[config.mk]
export PLATFORM = sky130hd
export DESIGN_NAME = mem_port_arbiter
export DESIGN_NICKNAME = d
export VERILOG_FILES = /design/src/rtl/mem_port_arbiter.sv
export SDC_FILE = /design/constraint.sdc
export NUM_CORES = 1
export LEC_CHECK = 0
export CAP_MARGIN = 10
export CORE_MARGIN = 2
export CORE_UTILIZATION = 30
export DETAILED_ROUTE_END_ITERATION = 6
export PLACE_DENSITY = 0.72
export SYNTH_ARGS = -nofsm -noshare
export SYNTH_HDL_FRONTEND = slang
export SYNTH_SLANG_ARGS = --single-unit
[constraint.sdc]
create_clock -name clk_in -period 2.2 [get_ports clk_in]
set_clock_uncertainty 0.05 [all_clocks]
set_input_delay 0.22 -clock clk_in [delete_from_list [all_inputs] [get_ports clk_in]]
set_output_delay 0.22 -clock clk_in [all_outputs]
set_load 0.01 [all_outputs]
[src/rtl/mem_port_arbiter.sv]
// mem_port_arbiter: shares one memory controller port among NUM_REQ requesters, req 0 first with starvation override
module mem_port_arbiter #(
   parameter int NUM_REQ      = 3,
   parameter int TYPE_W       = 4,
   parameter int STARVE_LIMIT = 4
) (
   input  logic                       clk_in,
   input  logic                       rst_n_in,
   input  logic                       rdy_in,
   input  logic                       flush,
   input  logic [NUM_REQ-1:0]         req_en,
   input  logic [NUM_REQ*32-1:0]      req_addr,
   input  logic [NUM_REQ*TYPE_W-1:0]  req_type,
   input  logic [NUM_REQ*32-1:0]      req_wdata,
   output logic [NUM_REQ-1:0]         req_rdy,
   output logic [31:0]                req_rdata,
   output logic [$clog2(NUM_REQ)-1:0] grant_id,
   output logic                       busy,
   output logic                       mc_en,
   output logic [31:0]                mc_addr,
   output logic [TYPE_W-1:0]          mc_type,
   output logic [31:0]                mc_wdata,
   input  logic                       mc_rdy,
   input  logic [31:0]                mc_rdata
);
   localparam int GW = $clog2(NUM_REQ);
   localparam int CW = $clog2(STARVE_LIMIT + 1);
   localparam logic [1:0] IDLE    = 2'd0;
   localparam logic [1:0] ISSUE   = 2'd1;
   localparam logic [1:0] RELEASE = 2'd2;

   logic [1:0]    state;
   logic [GW-1:0] rr_ptr;
   logic [CW-1:0] cnt [1:NUM_REQ-1];
   logic          st_hit, rr_hit;
   logic [GW-1:0] st_win, rr_win, win;

   assign busy = state != IDLE;

   // winner: lowest starving requester, else req 0, else round robin from rr_ptr over 1..NUM_REQ-1
   always_comb begin
      st_hit = 1'b0;
      st_win = '0;
      rr_hit = 1'b0;
      rr_win = '0;
      for (int i = NUM_REQ - 1; i >= 1; i--)
         if (req_en[i] && cnt[i] == CW'(STARVE_LIMIT)) begin
            st_hit = 1'b1;
            st_win = GW'(i);
         end
      for (int k = NUM_REQ - 2; k >= 0; k--)
         if (req_en[(int'(rr_ptr) - 1 + k) % (NUM_REQ - 1) + 1]) begin
            rr_hit = 1'b1;
            rr_win = GW'((int'(rr_ptr) - 1 + k) % (NUM_REQ - 1) + 1);
         end
      win = st_hit ? st_win : req_en[0] ? '0 : rr_win;
   end

   // grant FSM: latch the winner's request, hold it until mc_rdy, then pulse req_rdy for one cycle
   always_ff @(posedge clk_in or negedge rst_n_in)
      if (!rst_n_in) begin
         state     <= IDLE;
         grant_id  <= '0;
         rr_ptr    <= GW'(1);
         mc_en     <= 1'b0;
         mc_addr   <= '0;
         mc_type   <= '0;
         mc_wdata  <= '0;
         req_rdy   <= '0;
         req_rdata <= '0;
      end else if (rdy_in) begin
         if (flush) begin
            state   <= IDLE;
            mc_en   <= 1'b0;
            req_rdy <= '0;
         end else if (state == IDLE) begin
            if (|req_en) begin
               state    <= ISSUE;
               grant_id <= win;
               mc_en    <= 1'b1;
               mc_addr  <= req_addr[32*int'(win) +: 32];
               mc_type  <= req_type[TYPE_W*int'(win) +: TYPE_W];
               mc_wdata <= req_wdata[32*int'(win) +: 32];
               if (win != '0)
                  rr_ptr <= (win == GW'(NUM_REQ - 1)) ? GW'(1) : win + GW'(1);
            end
         end else if (state == ISSUE) begin
            if (mc_rdy) begin
               state     <= RELEASE;
               mc_en     <= 1'b0;
               req_rdy   <= NUM_REQ'(1) << grant_id;
               req_rdata <= mc_rdata;
            end
         end else begin
            state   <= IDLE;
            req_rdy <= '0;
         end
      end

   // starvation counters: count lost arbitrations while requesting, clear on grant, idle request or flush
   always_ff @(posedge clk_in or negedge rst_n_in)
      if (!rst_n_in) begin
         for (int i = 1; i < NUM_REQ; i++)
            cnt[i] <= '0;
      end else if (rdy_in) begin
         for (int i = 1; i < NUM_REQ; i++)
            if (flush || (state == IDLE && (!req_en[i] || win == GW'(i))))
               cnt[i] <= '0;
            else if (state == IDLE && cnt[i] != CW'(STARVE_LIMIT))
               cnt[i] <= cnt[i] + 1'b1;
      end
endmodule

### Word level (Yosys, flattened, before mapping)

Cells that the tools add are included.
W data, S select, Z words.

| storage, ports and cells | value |
|---|---|
| input port bits | 244 |
| bits in registers | 116 |
| word-level logic and storage cells | 100 |
| output and inout bits | 107 |

| cells by class | value |
|---|---|
| bitwise gates (word level) | 4 |
| magnitude comparators | 2 |
| shift operators | 4 |
| equality and inequality tests | 11 |
| mux-type cells | 33 |
| reductions and logical operators | 28 |
| add/sub/neg operators | 7 |

Operators by type and width:

| cell | number |
|---|---|
| $shiftx A96 B8 Y32 | 2 |
| $lt A32 B4 Y1 const B | 2 |
| $add A32 B2 Y32 const B | 1 |
| $mux W2 | 12 |
| $mux W3 | 8 |
| $ne A3 B3 Y1 const B | 4 |
| $shiftx A12 B5 Y4 | 1 |
| $mux W1 | 11 |
| $reduce_and A5 Y1 | 2 |
| $reduce_and A4 Y1 | 2 |
| $reduce_bool A2 Y1 | 4 |
| $add A2 B2 Y3 const B | 2 |
| $add A3 B1 Y3 const B | 2 |
| $eq A3 B3 Y1 const B | 2 |
| $logic_and A1 B1 Y1 | 6 |
| $reduce_and A3 Y1 | 2 |
| $reduce_bool A3 Y1 | 2 |
| $bmux W1 S2 | 2 |
| $eq A2 B1 Y1 const B | 2 |
| $logic_or A1 B1 Y1 | 4 |
| $ne A4 B3 Y1 const B | 1 |
| $reduce_and A2 Y1 | 2 |
| $reduce_or A3 Y1 | 1 |
| $shl A1 B2 Y3 const A | 1 |
| 8 further kinds | 11 |

### Depth between registers and ports, before layout

Gate-level depths: netlist (run 1).

| logic depth | value |
|---|---|
| word-level depth | 17 |
| depth in mapped cells | 9 |
| depth with buffers taken out | 7 |

### Least setup slack after synthesis (run 1)

No wires, ideal clock.

| timing | value |
|---|---|
| path type | flip-flop to flip-flop |
| start point | register cnt[0] in the netlist's numbering |
| end point | register mc_wdata[16] |
| data arrival time | 1.753 ns |
| cell stages (with the launch flop) | 8 |
| data required time | 2.063 ns |
| period minus slack after synthesis | 1.890 ns |
| path buffers | 1 |
| slack | 0.310 ns |
| setup time | 0.087 ns |
| cell sequence | dfrtp_1 > inv_1 > ha_1 > and3_1 > o41ai_4 > clkbuf_1 > nand3_1 > o211ai_1 |

| on the way | value |
|---|---|
| longest elaborated chain between the ends | 6 |
| elaborated cells between the ends (all ways) | 8 |
| classes of those cells | eq/ne: 1; shift: 1; mux: 5; reduce/logical: 1 |

Ends and longest elaborated chain:

| element | line | RTL |
|---|---|---|
| from (decl) | 34 | `logic [CW-1:0] cnt [1:NUM_REQ-1];` |
| from (signal, indexed assignment) | 110 | `cnt[i] <= cnt[i] + 1'b1;` |
| $eq A3 B3 Y1 (*) | 47 | `if (req_en[i] && cnt[i] == CW'(STARVE_LIMIT)) begin` |
| $logic_and A1 B1 Y1 (*) | 47 |  |
| $mux W1 or $mux W2 (tied branches) (2 in series) | 47 |  |
| $mux W2 (*) | 56 | `win = st_hit ? st_win : req_en[0] ? '0 : rr_win;` |
| $shiftx A96 B8 Y32 (*) | 83 | `mc_wdata <= req_wdata[32*int'(win) +: 32];` |
| to (signal assigned) | 83 |  |
| to (decl) | 22 | `output logic [31:0] mc_wdata,` |

Every way passes the cells marked *; elsewhere a longest branch is shown, timed or not.
A chain may end at the register's enable or synchronous reset.

### Worst setup path in the final report (run 1)

| timing | value |
|---|---|
| start point | register state[0] |
| end point | output port busy |

| on the way | value |
|---|---|
| longest elaborated chain between the ends | 1 |

Ends and longest elaborated chain:

| element | line | RTL |
|---|---|---|
| from (decl) | 32 | `logic [1:0] state;` |
| from (signal assigned) | 62 | `state <= IDLE;` |
| from (signal assigned) | 73 | `state <= IDLE;` |
| from (signal assigned) | 78 | `state <= ISSUE;` |
| $reduce_bool A2 Y1 | 38 | `assign busy = state != IDLE;` |
| to (decl) | 18 | `output logic busy,` |

Every way passes these cells.

==> results of run 1 <==
## where the power goes
| part | total, mW | internal [mW] | switching (mW) |
|---|---|---|---|
| sequential | 3.35 | 2.89 | 0.461 |
| clock | 2.82 | 1.70 | 1.12 |
| combinational | 3.90 | 2.28 | 1.62 |
| total | 10.1 | 6.87 | 3.20 |
## metrics by stage
stage               utilization  total power, mW
finish                    0.561             10.1
global route              0.561             10.6
CTS                       0.561             10.2
detailed placement        0.527             7.32
global placement          0.527             7.24
floorplan                     -             4.79
## layout by cell type, fill, tap and decap left out, types with 13 or more instances in the layout
cell,netlist,layout
a21oi_1,48,48
a221oi_1,40,40
a22oi_1,28,28
buf_12,0,14
buf_4,1,15
clkbuf_16,0,17
clkdlybuf4s50_1,0,349
dfrtp_1,115,115
inv_1,13,13
mux2_2,33,33
nand2_1,84,83
nand3_1,31,31
nor2_1,48,47
o211ai_1,28,28
## flip-flops by register name, summed over array words and instances (netlist names)
register	count
mc_addr	32
mc_wdata	32
req_rdata	32
cnt	6
mc_type	4
req_rdy	3
grant_id	2
rr_ptr	2
state	2
mc_en	1
## metal layers
metal  track usage  part of all wire
met4        0.0668             0.017
met5             0                 0
met3        0.0712             0.088
met2         0.374              0.51
met1         0.251              0.38
## critical path, cell delays in order (launching register included)
cell,delay [ns]
dfrtp_1,0.45
nor2_1,0.35
inv_1,0.07
clkdlybuf4s50_1,0.48
## logic make-up after synthesis
kind of cell | after synthesis | synth area share
compound gates | 168 | 0.216
fa+ha+maj | 4 | 0.00907
buf+inv | 58 | 0.0453
flops | 116 | 0.526
mux | 34 | 0.0691
simple gates | 176 | 0.134
## Yosys cell counts (2+ instances only)
library cell,number
inv_1,13
nand3_1,31
a221oi_1,40
ha_1,4
a22oi_1,28
nor2_1,48
and2_1,2
buf_2,23
clkbuf_1,20
o211ai_1,28
nand2b_1,3
nor3_1,3
a21oi_1,48
a22o_1,3
mux2_2,33
nand2_1,84
o21a_1,3
o21ai_0,9
dfrtp_1,115
## how the worst max path moves through the flow
stage,slack [ns],depth (start not counted),start,to
2_1_floorplan,0.31,7,cnt[0],mc_wdata[16]
3_3_place_gp,0.05,7,req_en[2],mc_wdata[20]
6_report,0.17,3,state[0],busy
3_5_place_dp,0.001,7,req_en[2],mc_wdata[28]
4_1_cts,0.14,3,state[0],busy
5_1_grt,0.03,8,cnt[1],mc_wdata[28]
## layout make-up
class	count	area share
flip-flops and latches	116	0.287
multi-input cells	382	0.235
inverters	14	0.00520
clock buffers	17	0.0421
repair buffers	379	0.385
clock inverters	15	0.0170
well taps	229	0.0283
## repair_timing
item	CTS	global route
endpoints found under the setup margin	0	0
gates resized for setup	0	0
hold endpoints to repair	27	0
hold buffers	1	0
setup buffers	0	0
==> impl_metrics.tcl, run 1 <==
set metrics [dict create \
    cp_max_fo 6 \
    cts_sinks 116 \
    drtPass1Iterations 5 \
    leakagePower_nw 4.12 \
    final_hold_viol_count 0 \
    synth.ff_latch_count 116 \
    drcViolationCount 0 \
    rr_endpoint "mc_wdata[28]" \
    drive_gt1_frac 0.111 \
    cts_buffers 17 \
    nFillCells 1608 \
    die-area_um2 19500 \
    fin_area_um2 10100 \
    start_kind "flop" \
    timing.final.crit_share 0.923 \
    drt_iter0_drc 208 \
    fin_setup_tns_ns 0 \
    layout_setup_ws_ns 0.170 \
    antenna_cells 0 \
    synthCells 556 \
    initial_core_util 0.306 \
    ys_async_sr_fraction 1.00 \
    fmax_ghz 0.492 \
    yosysTopAreaCellShare 0.521 \
    globalplace.congestion 0.804 \
    p_per_area_nw_per_um2 997 \
    placed_area_um2 9500 \
    synth.area.top_cells "dfrtp_1 (52%), mux2_2 (6.7%), a221oi_1 (6.3%), nand2_1 (5.7%), a21oi_1 (4.4%)" \
    wl_per_cell_um 18.5 \
    clkLatencyLatePin_ns 0.41 \
    cp.arrival_ns 1.76 \
    drv_slew 0 \
    grt-ovfl-total 0 \
    worst_hold_path_type "in -> async" \
    die_x_um 140 \
    grt_pass1_wl_um 32700 \
    synth_area_per_cell_um2 9.93 \
    pre_cts_slack_ns 0.00133 \
    crit_type "reg -> out" \
    worst_r2r_path_depth 8 \
    yosysSeqAreaShare 0.526 \
    io_pins 351 \
    grt_max_degree 65 \
    synthesis.nets 804 \
    rows 49 \
    ir_drop_mv 0.620 \
    via_count 5828 \
    core_um2 18000 \
    htree_num_levels 4 \
    gr-usage-all-layers 0.215 \
    routed_wl_um 21400 \
    ys.flop_type "dfrtp_1" \
    ys_warn_count 0 \
    worst_slew_pin_slew_ns 0.460 \
    seq_area_um2 2900 \
    antenna_found_initial 0 \
    rrSetupSlack_ns 0.17 \
    synth_edf_count 0 \
    via_per_inst 5.06 \
    cts_tree "done" \
    die_height_um 140 \
    area_growth_pct 83.1 \
    max_cap_viol_count 0 \
    rsz0062_at_grt "no" \
    clkTransAtPathRegs_ns 0.06 \
    dp_hpwl_um 15700 \
    ys_types 37 \
    min_period_ns 2.03 \
    cts_buffer_depth 2 \
    multi_input_area_um2 2370 \
    worst_setup_path_end_kind "output port" \
    setup_viol 0 \
    worstPathRequired_ns 1.93 \
    final_antenna_net_count 0 \
    synth_area_um2 5520 \
    fin_nets 1158 \
    max-slew-margin-rel 0.693 \
    outcome "finished, final reports clean" \
    cts_root_buf "clkbuf_16" \
    synth_top_area_cell "dfrtp_1" \
    dp_cells 1119 \
    port_buffers 350 \
    stdcell_count 1152 \
    rr_startpoint "cnt[0]" \
    whs_ns 0.248 \
    grt_pass1_vias 5930 \
]
No activity file was read; power rests on OpenSTA's default activity.
==> run 2: changes to the inputs <==
--- a/config.mk
+++ b/config.mk
@@ -6,8 +6,10 @@
 export NUM_CORES = 1
 export LEC_CHECK = 0
 export CAP_MARGIN = 10
+export CORE_ASPECT_RATIO = 2
 export CORE_MARGIN = 2
 export CORE_UTILIZATION = 30
+export CTS_BUF_LIST = sky130_fd_sc_hd__clkbuf_4
 export DETAILED_ROUTE_END_ITERATION = 6
 export PLACE_DENSITY = 0.72
 export SYNTH_ARGS = -nofsm -noshare
==> impl_metrics.tcl, run 2 (same netlist as run 1, synthesis figures left out) <==
set metrics [dict create \
    worst_slew_pin_slew_ns 0.518 \
    initial_core_util 0.304 \
    timing.final.crit_share 0.921 \
    area_growth_pct 76.2 \
    fmax_ghz 0.494 \
    final_hold_viol_count 0 \
    via_count 5742 \
    clkTransAtPathRegs_ns 0.12 \
    rsz0062_at_grt "no" \
    io_pins 351 \
    sw_frac_of_total 0.328 \
    cts_buffers 17 \
    clkPwrFrac 0.202 \
    fin_nets 1150 \
    drcViolationCount 0 \
    switchingPower_mw 2.95 \
    min_period_ns 2.03 \
    rrSetupSlack_ns 0.18 \
    crit_chain "nor2_4 -> inv_1 -> clkdlybuf4s50_1" \
    met1_usage 0.222 \
    grt_pass1_vias 5993 \
    placed_area_um2 9380 \
    gr-usage-met2 0.379 \
    htree_num_levels 4 \
    p_int_mw 6.05 \
    grt_max_degree 63 \
    crit_type "reg -> out" \
    crit_start "state[0]" \
    drt_iter0_drc 145 \
    worst_hold_path_type "in -> async" \
    drv_slew 0 \
    rr_endpoint "mc_addr[7]" \
    outcome "finished, final reports clean" \
    postCtsSetupBuffers 0 \
    critPathBufInv 2 \
    fin_setup_tns_ns 0 \
    worst_setup_path_end_kind "output port" \
    clkLatencyLatePin_ns 0.53 \
    power_frac_comb 0.430 \
    setup_viol 0 \
    worst_r2r_path_depth 8 \
    die_height_um 196 \
    die-area_um2 19600 \
    core_um2 18100 \
    cts_buffer_depth 2 \
    mostFrequentLayoutCell "clkdlybuf4s50_1" \
    nFillCells 1619 \
    drtPass1Iterations 4 \
    start_kind "flop" \
    gr-usage-all-layers 0.207 \
    p_per_area_nw_per_um2 926 \
    largestRegisters "mc_addr (32), mc_wdata (32), req_rdata (32)" \
    cts_root_buf "clkbuf_4" \
    via_per_inst 5.07 \
    leakagePower_nw 3.96 \
    rows 70 \
    routed_wl_um 20600 \
    grt_pass1_wl_um 31400 \
    cp_max_fo 6 \
    die_x_um 99.9 \
    critical-path-max-stage-delay_ns 0.49 \
    ir_drop_mv 0.394 \
    crit_family "buffers and inverters" \
    grtUsageMet3 0.0460 \
    cpMaxStageDelayCell "dfrtp_1" \
    p_seq_frac 0.368 \
    max_cap_viol_count 0 \
    layout_common_cells "clkdlybuf4s50_1 (349), dfrtp_1 (115), nand2_1 (83)" \
    final_antenna_net_count 0 \
    drive_gt1_frac 0.104 \
    port_buffers 350 \
    worstPathRequired_ns 1.93 \
    dp_hpwl_um 15500 \
    busiest_layer "met2" \
    cts_sinks 116 \
    rr_startpoint "cnt[0]" \
    wl_per_cell_um 18.2 \
    fin_area_um2 9730 \
    grt-ovfl-total 0 \
    antenna_found_initial 1 \
    cts_tree "done" \
    max-slew-margin-rel 0.651 \
    globalplace.congestion 0.857 \
    cp.arrival_ns 1.76 \
]
-- run 2: cell count changes in the layout (fill, tap and decap cells not counted), sizes merged --
cell,change
clkinv,+3
bufinv,+2
inv,-2
diode,+1
buf,-8
clkinvlp,-3
-- run 2: power by group through the flow --
stage	logic, mW	clock network, mW	registers [mW]
6_report	3.88	1.82	3.31
5_1_grt	4.16	1.98	3.41
4_1_cts	3.93	1.90	3.32
3_5_place_dp	3.92	0	3.36
3_3_place_gp	3.87	0	3.33
2_1_floorplan	1.14	0	3.66
-- run 2: per-layer routing --
| layer | vias to the layer above | part of all wire |
|---|---|---|
| li1 | 2723 | - |
| met1 | 2722 | 0.36 |
| met2 | 253 | 0.54 |
| met3 | 44 | 0.061 |
| met4 | 0 | 0.036 |
| met5 | - | 0 |
-- run 2: worst max-delay path by stage --
stage | end | slack (ns) | depth (start not counted)
finish | busy | 0.17 | 3
floorplan | mc_wdata[16] | 0.31 | 7
detailed placement | mc_wdata[21] | -0.02 | 7
global placement | mc_wdata[21] | 0.03 | 7
global route | mc_addr[5] | 0.005 | 8
CTS | busy | 0.03 | 3
-- run 2: timing repair --
| action | 4_1_cts | 5_1_grt |
|---|---|---|
| hold endpoints to repair | 115 | 0 |
| hold buffers | 1 | 0 |
| resized for setup | 1 | 1 |
| endpoints found under the setup margin | 1 | 1 |
-- run 2: cell type report --
type / count / area [um^2] / area share
Clock buffer: 17 / 128 / 0.0131
Antenna cell: 1 / 2.50 / 0.000257
Inverter: 14 / 52.6 / 0.00540
Clock inverter: 15 / 204 / 0.0210
Multi-Input combinational cell: 382 / 2380 / 0.245
Sequential cell: 116 / 2900 / 0.299
Tap cell: 216 / 270 / 0.0278
Timing Repair Buffer: 371 / 3790 / 0.389
-- run 2: worst register-to-register path: cells and delay by family (launching register included) --
| family | cells | cell delay, ns |
|---|---|---|
| adders and majority gates | 1 | 0.24 |
| buffers and inverters | 3 | 0.49 |
| and+or+nand+nor | 1 | 0.23 |
| DFF | 1 | 0.40 |
| AOI/OAI and AO/OA | 3 | 0.55 |
-- run 2: stage by stage --
stage          hold WS (ns)   util  power, mW  std cells  worst slack, ns
6_report             0.0646  0.537       9.00       1132            0.174
5_1_grt              0.0583  0.537       9.56       1132          0.00497
3_5_place_dp          0.106  0.517       7.27       1098          -0.0205
4_1_cts              0.0115  0.536       9.15       1131           0.0313
2_1_floorplan        -0.126      -       4.79        556            0.310
3_3_place_gp          0.101  0.517       7.20       1098           0.0264
==> run 3: changes to the inputs <==
--- a/config.mk
+++ b/config.mk
@@ -7,7 +7,7 @@
 export LEC_CHECK = 0
 export CAP_MARGIN = 10
 export CORE_ASPECT_RATIO = 2
-export CORE_MARGIN = 2
+export CORE_MARGIN = 4
 export CORE_UTILIZATION = 30
 export CTS_BUF_LIST = sky130_fd_sc_hd__clkbuf_4
 export DETAILED_ROUTE_END_ITERATION = 6
==> impl_metrics.tcl, run 3 (same netlist as run 1, synthesis figures left out) <==
set metrics [dict create \
    outcome "finished, final reports clean" \
    final_antenna_net_count 0 \
    setup_viol 0 \
    fin_area_um2 9750 \
    io_pins 351 \
    cp.arrival_ns 2.46 \
    grt_max_degree 75 \
    worst_slew_pin_slew_ns 0.410 \
    worst_setup_path_end_kind "flop" \
    whs_ns 0.179 \
    antenna_found_initial 2 \
    start_kind "flop" \
    globalplace.congestion 0.875 \
    crit_start "cnt[0]" \
    worst_hold_path_type "in -> async" \
    grt_pass1_vias 5888 \
    wl_per_cell_um 18.7 \
    layout_common_cells "clkdlybuf4s50_1 (349), dfrtp_1 (115), nand2_1 (83)" \
    placed_area_um2 9440 \
    htree_num_levels 4 \
    worstPathRequired_ns 2.59 \
    post-route-util 0.535 \
    drtPass1Iterations 5 \
    cts_buffers 17 \
    pre_cts_slack_ns -0.0353 \
    cpMaxStageDelayCell "dfrtp_1" \
    dp_cells 1100 \
    cts_buffer_depth 2 \
    clkTransAtPathRegs_ns 0.11 \
    initial_core_util 0.303 \
    crit_chain "inv_1 -> ha_1 -> and3_2 -> o41ai_4 -> buf_4 -> buf_12 -> a221oi_1 -> a21oi_1" \
    layout_setup_ws_ns 0.138 \
    gr-usage-all-layers 0.198 \
    rr_startpoint "cnt[0]" \
    cts_tree "done" \
    drv_slew 0 \
    via_per_inst 5.11 \
    min_period_ns 2.06 \
    dp_hpwl_um 15900 \
    port_buffers 350 \
    crit_type "reg -> reg" \
    rsz0062_at_grt "no" \
    die_x_um 104 \
    ir_drop_mv 0.461 \
    core_um2 18200 \
    rows 70 \
    clkLatencyLatePin_ns 0.52 \
    max-slew-margin-rel 0.727 \
    grt_pass1_wl_um 32300 \
    drcViolationCount 0 \
    final_hold_viol_count 0 \
    die_height_um 200 \
    cts_root_buf "clkbuf_4" \
    stdcell_count 1134 \
    cts_sinks 116 \
    max_cap_viol_count 0 \
    timing.final.crit_share 0.937 \
    cp_max_fo 36 \
    fmax_ghz 0.485 \
    via_count 5793 \
    grt-ovfl-total 0 \
    leakagePower_nw 3.97 \
    fin_nets 1153 \
    area_growth_pct 76.7 \
    largestRegisters "mc_addr (32), mc_wdata (32), req_rdata (32)" \
    drt_iter0_drc 171 \
    mostFrequentLayoutCell "clkdlybuf4s50_1" \
    p_per_area_nw_per_um2 904 \
    drive_gt1_frac 0.105 \
    die-area_um2 20800 \
    routed_wl_um 21200 \
    critical-path-max-stage-delay_ns 0.39 \
    nFillCells 1633 \
]
[run 3: cell types whose count changed in the layout (fill, tap and decap cells not counted)]
cell,before,now
or2_4,0,1
buf_4,11,10
or2_2,1,0
clkinv_1,0,2
bufinv_16,4,3
clkinv_4,3,1
buf_12,10,14
inv_6,4,0
and3_2,0,1
and3_1,1,0
clkbuf_4,17,19
clkinv_2,3,5
[run 3: worst max-delay path, delay by kind of cell, from the launching register on]
family | cells | cell delay [ns]
buffers and inverters | 3 | 0.44
AND/OR/NAND/NOR | 1 | 0.25
AO/OA/AOI/OAI | 3 | 0.60
adder cells (fa/ha/maj) | 1 | 0.24
flip-flops | 1 | 0.39
[run 3: worst paths after layout]
kind / depth (start not counted) / slack, ns / end
max: 8 / 0.14 / mc_wdata[27]
min reg2reg: 1 / 0.43 / cnt[5]
max reg2reg: 8 / 0.14 / mc_wdata[27]
max in group asynchronous: 3 / 1.52 / mc_addr[11]
min in group clk_in: 3 / 0.18 / mc_addr[4]
min: 3 / 0.18 / mc_addr[4]
[run 3: report_power, final]
part           internal, mW  total, mW  switching [mW]
clock network         0.791       1.62           0.830
registers              2.88       3.30           0.420
logic                  2.28       3.90            1.62
total                  5.95       8.82            2.87
[run 3: repair_timing]
action / CTS / global route
resized for setup: 1 / 3
hold endpoints to repair: 116 / 0
setup buffers: 0 / 1
setup endpoints to repair: 1 / 11
hold buffers: 1 / 0
[run 3: layout make-up]
| type | count | area, um^2 | area share |
|---|---|---|---|
| Inverter | 14 | 52.6 | 0.00539 |
| Antenna cell | 1 | 2.50 | 0.000257 |
| Timing Repair Buffer | 374 | 3860 | 0.396 |
| Clock inverter | 12 | 139 | 0.0142 |
| Clock buffer | 19 | 143 | 0.0146 |
| Tap cell | 216 | 270 | 0.0277 |
| Sequential cell | 116 | 2900 | 0.298 |
| Multi-Input combinational cell | 382 | 2380 | 0.244 |
[run 3: through the flow]
stage / power, mW / setup TNS (ns)
2_1_floorplan: 4.79 / 0
3_3_place_gp: 7.21 / 0
3_5_place_dp: 7.27 / -0.179
4_1_cts: 8.96 / 0
5_1_grt: 9.36 / 0
6_report: 8.82 / 0
[run 3: metal layers]
metal	GRT usage	vias to the layer above	wire, um
met5	0	-	20
met4	0.0858	2	665
met3	0.0557	36	1400
met2	0.355	265	11500
met1	0.219	2759	7620
li1	-	2731	-
